--- config.mk ---
export PLATFORM = sky130hd
export DESIGN_NAME = ofs_plat_utils_ccip_active_credit_tracker
export DESIGN_NICKNAME = d
export VERILOG_FILES = /design/src/rtl/ofs_plat_utils_ccip_active_credit_tracker.sv
export SDC_FILE = /design/constraint.sdc
export NUM_CORES = 1
export LEC_CHECK = 0
export BUFFER_PORTS_ARGS = -buffer_cell sky130_fd_sc_hd__buf_2
export CORE_ASPECT_RATIO = 0.8
export CORE_MARGIN = 2
export CORE_UTILIZATION = 44
export DETAILED_ROUTE_END_ITERATION = 12
export GPL_TIMING_DRIVEN = 0
export PLACE_DENSITY = 0.8
export SYNTH_ARGS = -nofsm -noshare
export SYNTH_HDL_FRONTEND = slang
export SYNTH_SLANG_ARGS = --single-unit
--- constraint.sdc ---
create_clock -name clk -period 5.65 [get_ports clk]
set_input_delay 0 -clock clk [delete_from_list [all_inputs] [get_ports clk]]
set_output_delay 0 -clock clk [all_outputs]
set_load 0.02 [all_outputs]
--- src/rtl/ofs_plat_utils_ccip_active_credit_tracker.sv ---
// ----------------------------------------------------------------------------
// ccip_if_pkg (minimal subset)
//   CCI-P channel structures and response encodings needed by the active
//   credit tracker: request/response valids, request line length, response
//   type, packed-write format and cl_num.
//
// ofs_plat_utils_ccip_active_credit_tracker
//   Tracks the number of cache lines in flight on the CCI-P read (c0) and
//   write (c1) channels. Every cycle each channel's increment (new request
//   lines) and decrement (retired response lines) are netted into a signed
//   4-bit delta. The delta is registered in stage 1 and added to the
//   saturating counter in stage 2. A request presented in cycle N is
//   therefore visible on the count in cycle N+2.
//
//   Parameters:
//     C0_CNT_WIDTH, C1_CNT_WIDTH  counter widths (must be >= 3)
//     C0_MAX_ACTIVE, C1_MAX_ACTIVE credit limits in lines
//     ALMOST_FULL_SLACK           headroom below the limit for almost_full
//
//   Ports:
//     clk            single clock
//     reset_n        asynchronous active-low reset
//     c0Tx / c0Rx    read request / read response channels
//     c1Tx / c1Rx    write request / write response channels
//     hwm_clr        load both high-water marks with the current counts
//     err_clr        clear both sticky error flags
//     c0_cnt/c1_cnt  pending read / write lines
//     c0_almost_full, c1_almost_full  count >= limit - slack
//     c0_hwm/c1_hwm  high-water marks since the last clear
//     err_underflow  sticky: response retired more lines than were pending
//     err_overflow   sticky: count saturated at the counter maximum
//
//   Build option:
//     OFS_PLAT_CCIP_ACTIVE_CNT_HWM_EN  when defined, high-water mark
//     registers are built; otherwise c0_hwm/c1_hwm are constant zero and
//     hwm_clr is ignored.
// ----------------------------------------------------------------------------

package ccip_if_pkg;

  typedef enum logic [3:0] {
    eRSP_RDLINE = 4'h0,
    eRSP_UMSG   = 4'h4
  } t_ccip_c0_rsp;

  typedef enum logic [3:0] {
    eRSP_WRLINE  = 4'h0,
    eRSP_WRFENCE = 4'h4,
    eRSP_INTR    = 4'h6
  } t_ccip_c1_rsp;

  typedef logic [1:0]  t_ccip_clLen;
  typedef logic [1:0]  t_ccip_clNum;
  typedef logic [15:0] t_ccip_mdata;

  typedef struct packed {
    t_ccip_clLen cl_len;
    t_ccip_mdata mdata;
  } t_ccip_c0_ReqMemHdr;

  typedef struct packed {
    t_ccip_c0_rsp resp_type;
    t_ccip_mdata  mdata;
  } t_ccip_c0_RspMemHdr;

  typedef struct packed {
    t_ccip_clLen cl_len;
    t_ccip_mdata mdata;
  } t_ccip_c1_ReqMemHdr;

  typedef struct packed {
    t_ccip_c1_rsp resp_type;
    logic         format;
    t_ccip_clNum  cl_num;
    t_ccip_mdata  mdata;
  } t_ccip_c1_RspMemHdr;

  typedef struct packed {
    t_ccip_c0_ReqMemHdr hdr;
    logic               valid;
  } t_if_ccip_c0_Tx;

  typedef struct packed {
    t_ccip_c0_RspMemHdr hdr;
    logic               rspValid;
  } t_if_ccip_c0_Rx;

  typedef struct packed {
    t_ccip_c1_ReqMemHdr hdr;
    logic               valid;
  } t_if_ccip_c1_Tx;

  typedef struct packed {
    t_ccip_c1_RspMemHdr hdr;
    logic               rspValid;
  } t_if_ccip_c1_Rx;

endpackage

module ofs_plat_utils_ccip_active_credit_tracker
  import ccip_if_pkg::*;
#(
  parameter int C0_CNT_WIDTH      = 10,
  parameter int C1_CNT_WIDTH      = 10,
  parameter int C0_MAX_ACTIVE     = 512,
  parameter int C1_MAX_ACTIVE     = 512,
  parameter int ALMOST_FULL_SLACK = 8
) (
  input  logic                    clk,
  input  logic                    reset_n,

  input  t_if_ccip_c0_Tx          c0Tx,
  input  t_if_ccip_c0_Rx          c0Rx,
  input  t_if_ccip_c1_Tx          c1Tx,
  input  t_if_ccip_c1_Rx          c1Rx,

  input  logic                    hwm_clr,
  input  logic                    err_clr,

  output logic [C0_CNT_WIDTH-1:0] c0_cnt,
  output logic [C1_CNT_WIDTH-1:0] c1_cnt,
  output logic                    c0_almost_full,
  output logic                    c1_almost_full,
  output logic [C0_CNT_WIDTH-1:0] c0_hwm,
  output logic [C1_CNT_WIDTH-1:0] c1_hwm,
  output logic                    err_underflow,
  output logic                    err_overflow
);

  localparam int C0_AF_THRESH = C0_MAX_ACTIVE - ALMOST_FULL_SLACK;
  localparam int C1_AF_THRESH = C1_MAX_ACTIVE - ALMOST_FULL_SLACK;

  // --------------------------------------------------------------------------
  // Stage 1: per-channel increment/decrement netted into one signed delta.
  // c0 delta range is -1..+4, c1 delta range is -4..+1.
  // --------------------------------------------------------------------------
  logic [2:0]        c0_inc;
  logic              c0_dec;
  logic              c1_inc;
  logic [2:0]        c1_dec;
  logic signed [3:0] c0_delta_next;
  logic signed [3:0] c1_delta_next;
  logic signed [3:0] c0_delta_reg;
  logic signed [3:0] c1_delta_reg;

  assign c0_inc = c0Tx.valid ? (3'd1 + {1'b0, c0Tx.hdr.cl_len}) : 3'd0;
  assign c0_dec = c0Rx.rspValid && (c0Rx.hdr.resp_type == eRSP_RDLINE);

  // Every write beat counts as one line, write fences included.
  assign c1_inc = c1Tx.valid;

  // Only a packed write completion retires more than one line; all other
  // c1 responses (unpacked writes, fences, interrupts) retire exactly one.
  always_comb begin
    c1_dec = 3'd0;
    if (c1Rx.rspValid) begin
      if (c1Rx.hdr.format && (c1Rx.hdr.resp_type == eRSP_WRLINE)) begin
        c1_dec = 3'd1 + {1'b0, c1Rx.hdr.cl_num};
      end else begin
        c1_dec = 3'd1;
      end
    end
  end

  assign c0_delta_next = $signed({1'b0, c0_inc}) - $signed({3'b000, c0_dec});
  assign c1_delta_next = $signed({3'b000, c1_inc}) - $signed({1'b0, c1_dec});

  always_ff @(posedge clk or negedge reset_n) begin
    if (!reset_n) begin
      c0_delta_reg <= '0;
      c1_delta_reg <= '0;
    end else begin
      c0_delta_reg <= c0_delta_next;
      c1_delta_reg <= c1_delta_next;
    end
  end

  // --------------------------------------------------------------------------
  // Stage 2: saturating accumulate. The sum is computed two bits wider than
  // the counter so that both a negative result (MSB set) and a result above
  // the counter maximum (next bit set) are visible.
  // --------------------------------------------------------------------------
  logic [C0_CNT_WIDTH-1:0]        c0_cnt_reg;
  logic [C1_CNT_WIDTH-1:0]        c1_cnt_reg;
  logic [C0_CNT_WIDTH-1:0]        c0_cnt_next;
  logic [C1_CNT_WIDTH-1:0]        c1_cnt_next;
  logic signed [C0_CNT_WIDTH+1:0] c0_sum;
  logic signed [C1_CNT_WIDTH+1:0] c1_sum;
  logic                           c0_under;
  logic                           c0_over;
  logic                           c1_under;
  logic                           c1_over;

  assign c0_sum = $signed({2'b00, c0_cnt_reg}) +
                  $signed({{(C0_CNT_WIDTH-2){c0_delta_reg[3]}}, c0_delta_reg});
  assign c1_sum = $signed({2'b00, c1_cnt_reg}) +
                  $signed({{(C1_CNT_WIDTH-2){c1_delta_reg[3]}}, c1_delta_reg});

  assign c0_under = c0_sum[C0_CNT_WIDTH+1];
  assign c0_over  = ~c0_sum[C0_CNT_WIDTH+1] & c0_sum[C0_CNT_WIDTH];
  assign c1_under = c1_sum[C1_CNT_WIDTH+1];
  assign c1_over  = ~c1_sum[C1_CNT_WIDTH+1] & c1_sum[C1_CNT_WIDTH];

  always_comb begin
    c0_cnt_next = c0_sum[C0_CNT_WIDTH-1:0];
    if (c0_under) begin
      c0_cnt_next = '0;
    end else if (c0_over) begin
      c0_cnt_next = '1;
    end
  end

  always_comb begin
    c1_cnt_next = c1_sum[C1_CNT_WIDTH-1:0];
    if (c1_under) begin
      c1_cnt_next = '0;
    end else if (c1_over) begin
      c1_cnt_next = '1;
    end
  end

  always_ff @(posedge clk or negedge reset_n) begin
    if (!reset_n) begin
      c0_cnt_reg <= '0;
      c1_cnt_reg <= '0;
    end else begin
      c0_cnt_reg <= c0_cnt_next;
      c1_cnt_reg <= c1_cnt_next;
    end
  end

  assign c0_cnt = c0_cnt_reg;
  assign c1_cnt = c1_cnt_reg;

  // Decoded straight from the count register so it tracks the count with
  // no extra cycle of lag.
  assign c0_almost_full = (c0_cnt_reg >= C0_CNT_WIDTH'(C0_AF_THRESH));
  assign c1_almost_full = (c1_cnt_reg >= C1_CNT_WIDTH'(C1_AF_THRESH));

  // --------------------------------------------------------------------------
  // Sticky error flags. A new error in the same cycle as err_clr keeps the
  // flag set so that no event is lost across a clear.
  // --------------------------------------------------------------------------
  logic err_underflow_reg;
  logic err_overflow_reg;

  always_ff @(posedge clk or negedge reset_n) begin
    if (!reset_n) begin
      err_underflow_reg <= 1'b0;
      err_overflow_reg  <= 1'b0;
    end else begin
      if (c0_under || c1_under) begin
        err_underflow_reg <= 1'b1;
      end else if (err_clr) begin
        err_underflow_reg <= 1'b0;
      end

      if (c0_over || c1_over) begin
        err_overflow_reg <= 1'b1;
      end else if (err_clr) begin
        err_overflow_reg <= 1'b0;
      end
    end
  end

  assign err_underflow = err_underflow_reg;
  assign err_overflow  = err_overflow_reg;

  // --------------------------------------------------------------------------
  // High-water marks. A mark follows the registered count one cycle later
  // whenever the count exceeds it; a clear reloads it with the current count
  // instead of zero so the mark is immediately meaningful again.
  // --------------------------------------------------------------------------
`ifdef OFS_PLAT_CCIP_ACTIVE_CNT_HWM_EN
  logic [C0_CNT_WIDTH-1:0] c0_hwm_reg;
  logic [C1_CNT_WIDTH-1:0] c1_hwm_reg;

  always_ff @(posedge clk or negedge reset_n) begin
    if (!reset_n) begin
      c0_hwm_reg <= '0;
      c1_hwm_reg <= '0;
    end else begin
      if (hwm_clr) begin
        c0_hwm_reg <= c0_cnt_reg;
      end else if (c0_cnt_reg > c0_hwm_reg) begin
        c0_hwm_reg <= c0_cnt_reg;
      end

      if (hwm_clr) begin
        c1_hwm_reg <= c1_cnt_reg;
      end else if (c1_cnt_reg > c1_hwm_reg) begin
        c1_hwm_reg <= c1_cnt_reg;
      end
    end
  end

  assign c0_hwm = c0_hwm_reg;
  assign c1_hwm = c1_hwm_reg;

  logic unused_inputs;
  assign unused_inputs = ^{c0Tx.hdr.mdata, c0Rx.hdr.mdata, c1Tx.hdr,
                           c1Rx.hdr.mdata};
`else
  assign c0_hwm = '0;
  assign c1_hwm = '0;

  logic unused_inputs;
  assign unused_inputs = ^{c0Tx.hdr.mdata, c0Rx.hdr.mdata, c1Tx.hdr,
                           c1Rx.hdr.mdata, hwm_clr};
`endif

endmodule

Word level (Yosys, flattened, before mapping)

Index checks and enable logic that the tools add are counted.
Widths: inputs -> output; s select.

Register bits: 30
Input bits: 87

Add/subtract/negate cells: 6
Magnitude comparators: 2
Muxes and demuxes: 10
Bitwise logic cells: 4
Reduce and logical (&&, ||, !) cells: 8

Operator list:

| kind                | count |
|---|---|
| $mux 10             | 4 |
| $add 11x4->12       | 2 |
| $ge 10x9->1 const B | 2 |
| $mux 3              | 3 |
| $logic_not 4->1     | 2 |
| $add 1x2->3 const A | 2 |
| $reduce_bool 2->1   | 2 |
| $sub 1x3->4         | 1 |
| $sub 3x1->4         | 1 |
| $mux 1              | 3 |
| $and 1x1->1         | 2 |
| $logic_and 1x1->1   | 2 |
| $logic_or 1x1->1    | 2 |
| $not 1->1           | 2 |

Depth between registers and ports, before layout

Depth after elaboration: 5
Depth in mapped cells: 9
Depth with buffers taken out: 8

Least setup slack after synthesis

OpenSTA, ideal clock, no wires.

Kind: flip-flop to flip-flop
Start point: register c0_cnt_reg[0] (netlist: c0_cnt[0])
End point: register c0_cnt_reg[2] (netlist: c0_cnt[2])
Arrival time: 2192 ps
Data required time: 5504 ps
Path slack: 3313 ps
Cell stages (with the launch flop): 8
Period minus slack after synthesis: 2337 ps
Cells stage by stage: dfrtp_1 -> ha_1 -> fa_1 -> a211oi_1 -> o21bai_1 -> a221oi_2 -> xnor2_1 -> a21oi_1

Cells in the longest elaborated chain, start to end: 5

Ends and longest elaborated chain:

| what                     | RTL line | RTL |
|---|---|---|
| start: declaration       | 183      | `logic [C0_CNT_WIDTH-1:0] c0_cnt_reg;` |
| start signal: assignment | 227      | `c0_cnt_reg <= c0_cnt_next;` |
| $add 11x4->12 *          | 194      | `assign c0_sum = $signed({2'b00, c0_cnt_reg}) +` |
| $not 1->1                | 200      | `assign c0_over = ~c0_sum[C0_CNT_WIDTH+1] & c0_sum[C0_CNT_WIDTH];` |
| $and 1x1->1              | 200      |  |
| $mux 10                  | 208      | `end else if (c0_over) begin` |
| $mux 10 *                | 206      | `if (c0_under) begin` |
| named net c0_cnt_next[2] | 185      | `logic [C0_CNT_WIDTH-1:0] c0_cnt_next;` |

The timed path passes the listed nets; every way through them passes the cells marked *.
A chain may end at the register's enable or synchronous reset.

Worst setup path after layout

Start point: register c1_delta_reg[3]
End point: register c1_cnt_reg[1] (netlist: c1_cnt[1])

Cells in the longest elaborated chain, start to end: 5

Ends and longest elaborated chain:

| what                     | RTL line | RTL |
|---|---|---|
| start: declaration       | 144      | `logic signed [3:0] c1_delta_reg;` |
| start signal: assignment | 174      | `c1_delta_reg <= c1_delta_next;` |
| $add 11x4->12 *          | 196      | `assign c1_sum = $signed({2'b00, c1_cnt_reg}) +` |
| $not 1->1                | 202      | `assign c1_over = ~c1_sum[C1_CNT_WIDTH+1] & c1_sum[C1_CNT_WIDTH];` |
| $and 1x1->1              | 202      |  |
| $mux 10                  | 217      | `end else if (c1_over) begin` |
| $mux 10 *                | 215      | `if (c1_under) begin` |
| named net c1_cnt_next[1] | 186      | `logic [C1_CNT_WIDTH-1:0] c1_cnt_next;` |
| end signal: assignment   | 228      | `c1_cnt_reg <= c1_cnt_next;` |
| end: declaration         | 184      | `logic [C1_CNT_WIDTH-1:0] c1_cnt_reg;` |

Marks and branches as above.

==> impl_metrics.env <==
export IMPL_drtPass1Iterations=7
export IMPL_p_leak_nw=1.49
export IMPL_top_layer_used="met4"
export IMPL_wl_met3_um=291
export IMPL_setup_tns_ns=0
export IMPL_cts_inserted_buffers=5
export IMPL_status="completed"
export IMPL_drv_cap=0
export IMPL_rsz0062_at_grt="no"
export IMPL_post_cts_setup_buffer_count=0
export IMPL_grt_pass1_wl_um=7510
export IMPL_postRouteAntennaNets=0
export IMPL_p_sw_w=0.000537
export IMPL_grt_usage_pct=16.3
export IMPL_fmax_mhz=365
export IMPL_clk_latency_ns=0.29
export IMPL_antenna_cells=0
export IMPL_ys_types=47
export IMPL_ys_async_sr_fraction_pct=100
export IMPL_cts_tree="yes"
export IMPL_p_clk_share_pct=15.3
export IMPL_holdCritPathClass="in -> reg"
export IMPL_vias=1963
export IMPL_dieArea_um2=5870
export IMPL_ys_ff_latch=30
export IMPL_pwr_share_seq_pct=30.3
export IMPL_die_width_um=85.1
export IMPL_clock_sinks=30
export IMPL_ir_drop_uv=215
export IMPL_start_util_pct=46.0
export IMPL_avgSynthCellArea_um2=9.31
export IMPL_finalSetupViolCount=0
export IMPL_clk_path_buf_depth=2
export IMPL_place_congestion=0.864
export IMPL_rows=23
export IMPL_yosys_warnings=0
export IMPL_cts_root_buffer_cell="clkbuf_8"
export IMPL_avgViaCountPerCell=5.13
export IMPL_fin_nets=437
export IMPL_netlist_area_um2=2320
export IMPL_multiInputGateArea_um2=1410
export IMPL_report_final_slew_viol_count=0
export IMPL_crit_path_end_kind="flop"
export IMPL_clkSlewWorstSetupHoldPaths_ns=0.07
export IMPL_wl_met2_um=1970
export IMPL_relSlewSlack_pct=48.2
export IMPL_drt_total_wl_um=4630
export IMPL_route_detailed_drc=0
export IMPL_cp_max_fo=16
export IMPL_tightest_slew_ns=0.771
export IMPL_routedWlPerCell_um=12.1
export IMPL_io_buffers=43
export IMPL_first_iter_violations=113
export IMPL_layout_drive_gt1_share_pct=25.5
export IMPL_combPwrFrac_pct=54.3
export IMPL_io_pins=131
export IMPL_dpl_hpwl_um=3600
export IMPL_fin_crit_sh_pct=48.5
export IMPL_antenna_found_initial=0
export IMPL_grt_pass1_vias=1672
export IMPL_dieHeight_um=68.9
export IMPL_synth_edff_count=0
export IMPL_grt_ovfl_total=0
export IMPL_worstPathRequired_ns=5.78
export IMPL_fillers=467
export IMPL_seq_area_um2=751
export IMPL_m1WireLength_um=2270
export IMPL_grt_max_degree=31
export IMPL_criticalPathCategory="reg -> reg"
export IMPL_area_growth_pct=20.5
export IMPL_ys_seq_area_share_pct=32.4
export IMPL_finalCriticalPeriod_ns=2.74
export IMPL_startpoint_type="flop"
export IMPL_p_int_w=0.000646
export IMPL_core_area_um2=5040
export IMPL_finClkSkew_ns=0.0101
export IMPL_power_density_nw_per_um2=424
export IMPL_synth_ff_type="dfrtp_1"
export IMPL_h_tree_depth=2
export IMPL_synthCells=249
export IMPL_p_sw_share_pct=45.4
export IMPL_power_total_w=0.00118
export IMPL_cp_arrival_ns=2.87
export IMPL_hold_violations=0
cell usage after synthesis, types with 2 or more instances:
| cell type | number | area (um^2) |
|---|---|---|
| a21oi_1 | 30 | 150 |
| dfrtp_1 | 30 | 751 |
| ha_1 | 28 | 350 |
| nand2_1 | 21 | 78.8 |
| buf_4 | 20 | 150 |
| inv_1 | 17 | 63.8 |
| o21ai_0 | 12 | 60.1 |
| xor2_1 | 11 | 96.3 |
| nor2_1 | 8 | 30.0 |
| xnor2_1 | 7 | 61.3 |
| a21o_1 | 5 | 37.5 |
| nand4_1 | 5 | 31.3 |
| nand2b_1 | 3 | 18.8 |
| nand3_1 | 3 | 15.0 |
| nor3_1 | 3 | 15.0 |
| o211ai_1 | 3 | 22.5 |
| a211o_1 | 2 | 17.5 |
| a21oi_2 | 2 | 17.5 |
| a22o_1 | 2 | 17.5 |
| a31oi_1 | 2 | 12.5 |
| and2_1 | 2 | 12.5 |
| buf_2 | 2 | 10.0 |
| fa_1 | 2 | 40.0 |
| nor4_1 | 2 | 12.5 |
| o21a_1 | 2 | 15.0 |
| o21bai_1 | 2 | 15.0 |
| o311ai_0 | 2 | 17.5 |
| or3_1 | 2 | 12.5 |
worst max-delay path, cell delays in order, from the launching register on:
cell	delay (ns)
dfrtp_1	0.66
ha_1	0.40
a21oi_1	0.23
o211ai_1	0.16
o211a_1	0.30
or2_1	0.25
o31a_1	0.23
buf_2	0.19
o311ai_0	0.16
cell families after synthesis:
family | count (synthesis) | share of synthesized area [%]
simple gates | 54 | 11.3
buf+inv | 40 | 9.83
fa+ha+maj | 30 | 16.8
xor+xnor | 19 | 7.51
compound gates | 75 | 22.0
flops | 30 | 32.4
other cells | 1 | 0.162
metrics by stage:
step           instances  instance area [um^2]  hold slack, ns  setup slack, ns  utilization, %
2_1_floorplan        268                  2390          -0.296             3.31               -
3_3_place_gp         373                  2680          0.0651             3.01            53.2
3_5_place_dp         373                  2680          0.0750             2.91            53.2
4_1_cts              383                  2790          0.0145             2.89            55.5
5_1_grt              383                  2790          0.0315             2.72            55.5
6_report             383                  2790          0.0200             2.91            55.5
power by group through the flow:
stage                     Clock (W)  Combinational [W]  Sequential [W]
final                      0.000181           0.000643        0.000359
after global routing       0.000193           0.000719        0.000369
after CTS                  0.000184           0.000645        0.000358
after detailed placement          0           0.000638        0.000361
after global placement            0           0.000618        0.000358
after floorplan                   0           0.000384        0.000441
cell type report:
class,instances,share of cell area (%)
Multi-Input combinational cell,198,50.5
Sequential cell,30,26.9
Timing Repair Buffer,45,8.42
Buffer,23,5.87
Clock buffer,7,3.09
Tap cell,62,2.78
Inverter,17,2.28
Clock inverter,1,0.179
placed cells by master, fill, tap and decap left out, types with 2 or more instances in the layout:
cell / n
buf_4: 20
ha_1: 28
conb_1: 20
nand4_1: 5
o21bai_1: 2
xor2_1: 11
inv_1: 17
nand2_1: 21
clkbuf_8: 6
or3_1: 2
dlygate4sd3_1: 2
o21a_1: 2
nand3_1: 3
nor2_1: 8
clkbuf_1: 2
a31oi_1: 2
a211o_1: 2
a22o_1: 2
nor3_1: 3
nor4_1: 2
and2_1: 2
a21o_1: 5
o21ai_0: 12
xnor2_1: 7
o311ai_0: 2
nand2b_1: 3
buf_2: 45
o211ai_1: 3
a21oi_2: 2
dfrtp_1: 30
fa_1: 2
a21oi_1: 30
final timing paths:
path                                 start       endpoint  slack [ns]  cells past startpoint
setup / recovery           c1_delta_reg[3]      c1_cnt[1]        2.91                      8
max in group asynchronous          reset_n      c1_cnt[2]        4.94                      2
hold reg to reg              err_underflow  err_underflow        0.50                      1
setup reg to reg           c1_delta_reg[3]      c1_cnt[1]        2.91                      8
hold / removal                     err_clr  err_underflow        0.02                      3
min in group asynchronous          reset_n      c0_cnt[7]        0.28                      2
metal layers:
metal	vias up	GRT usage, %
met1	894	22.6
met4	0	6.75
li1	992	-
met2	68	25.3
met3	9	2.86
met5	-	0
repair_timing:
item / 4_1_cts / 5_1_grt
setup endpoints to repair: 0 / 0
hold buffers: 2 / 0
resized for setup: 0 / 0
endpoints found under the hold margin: 31 / 0
Power figures use the tool's default switching activity.
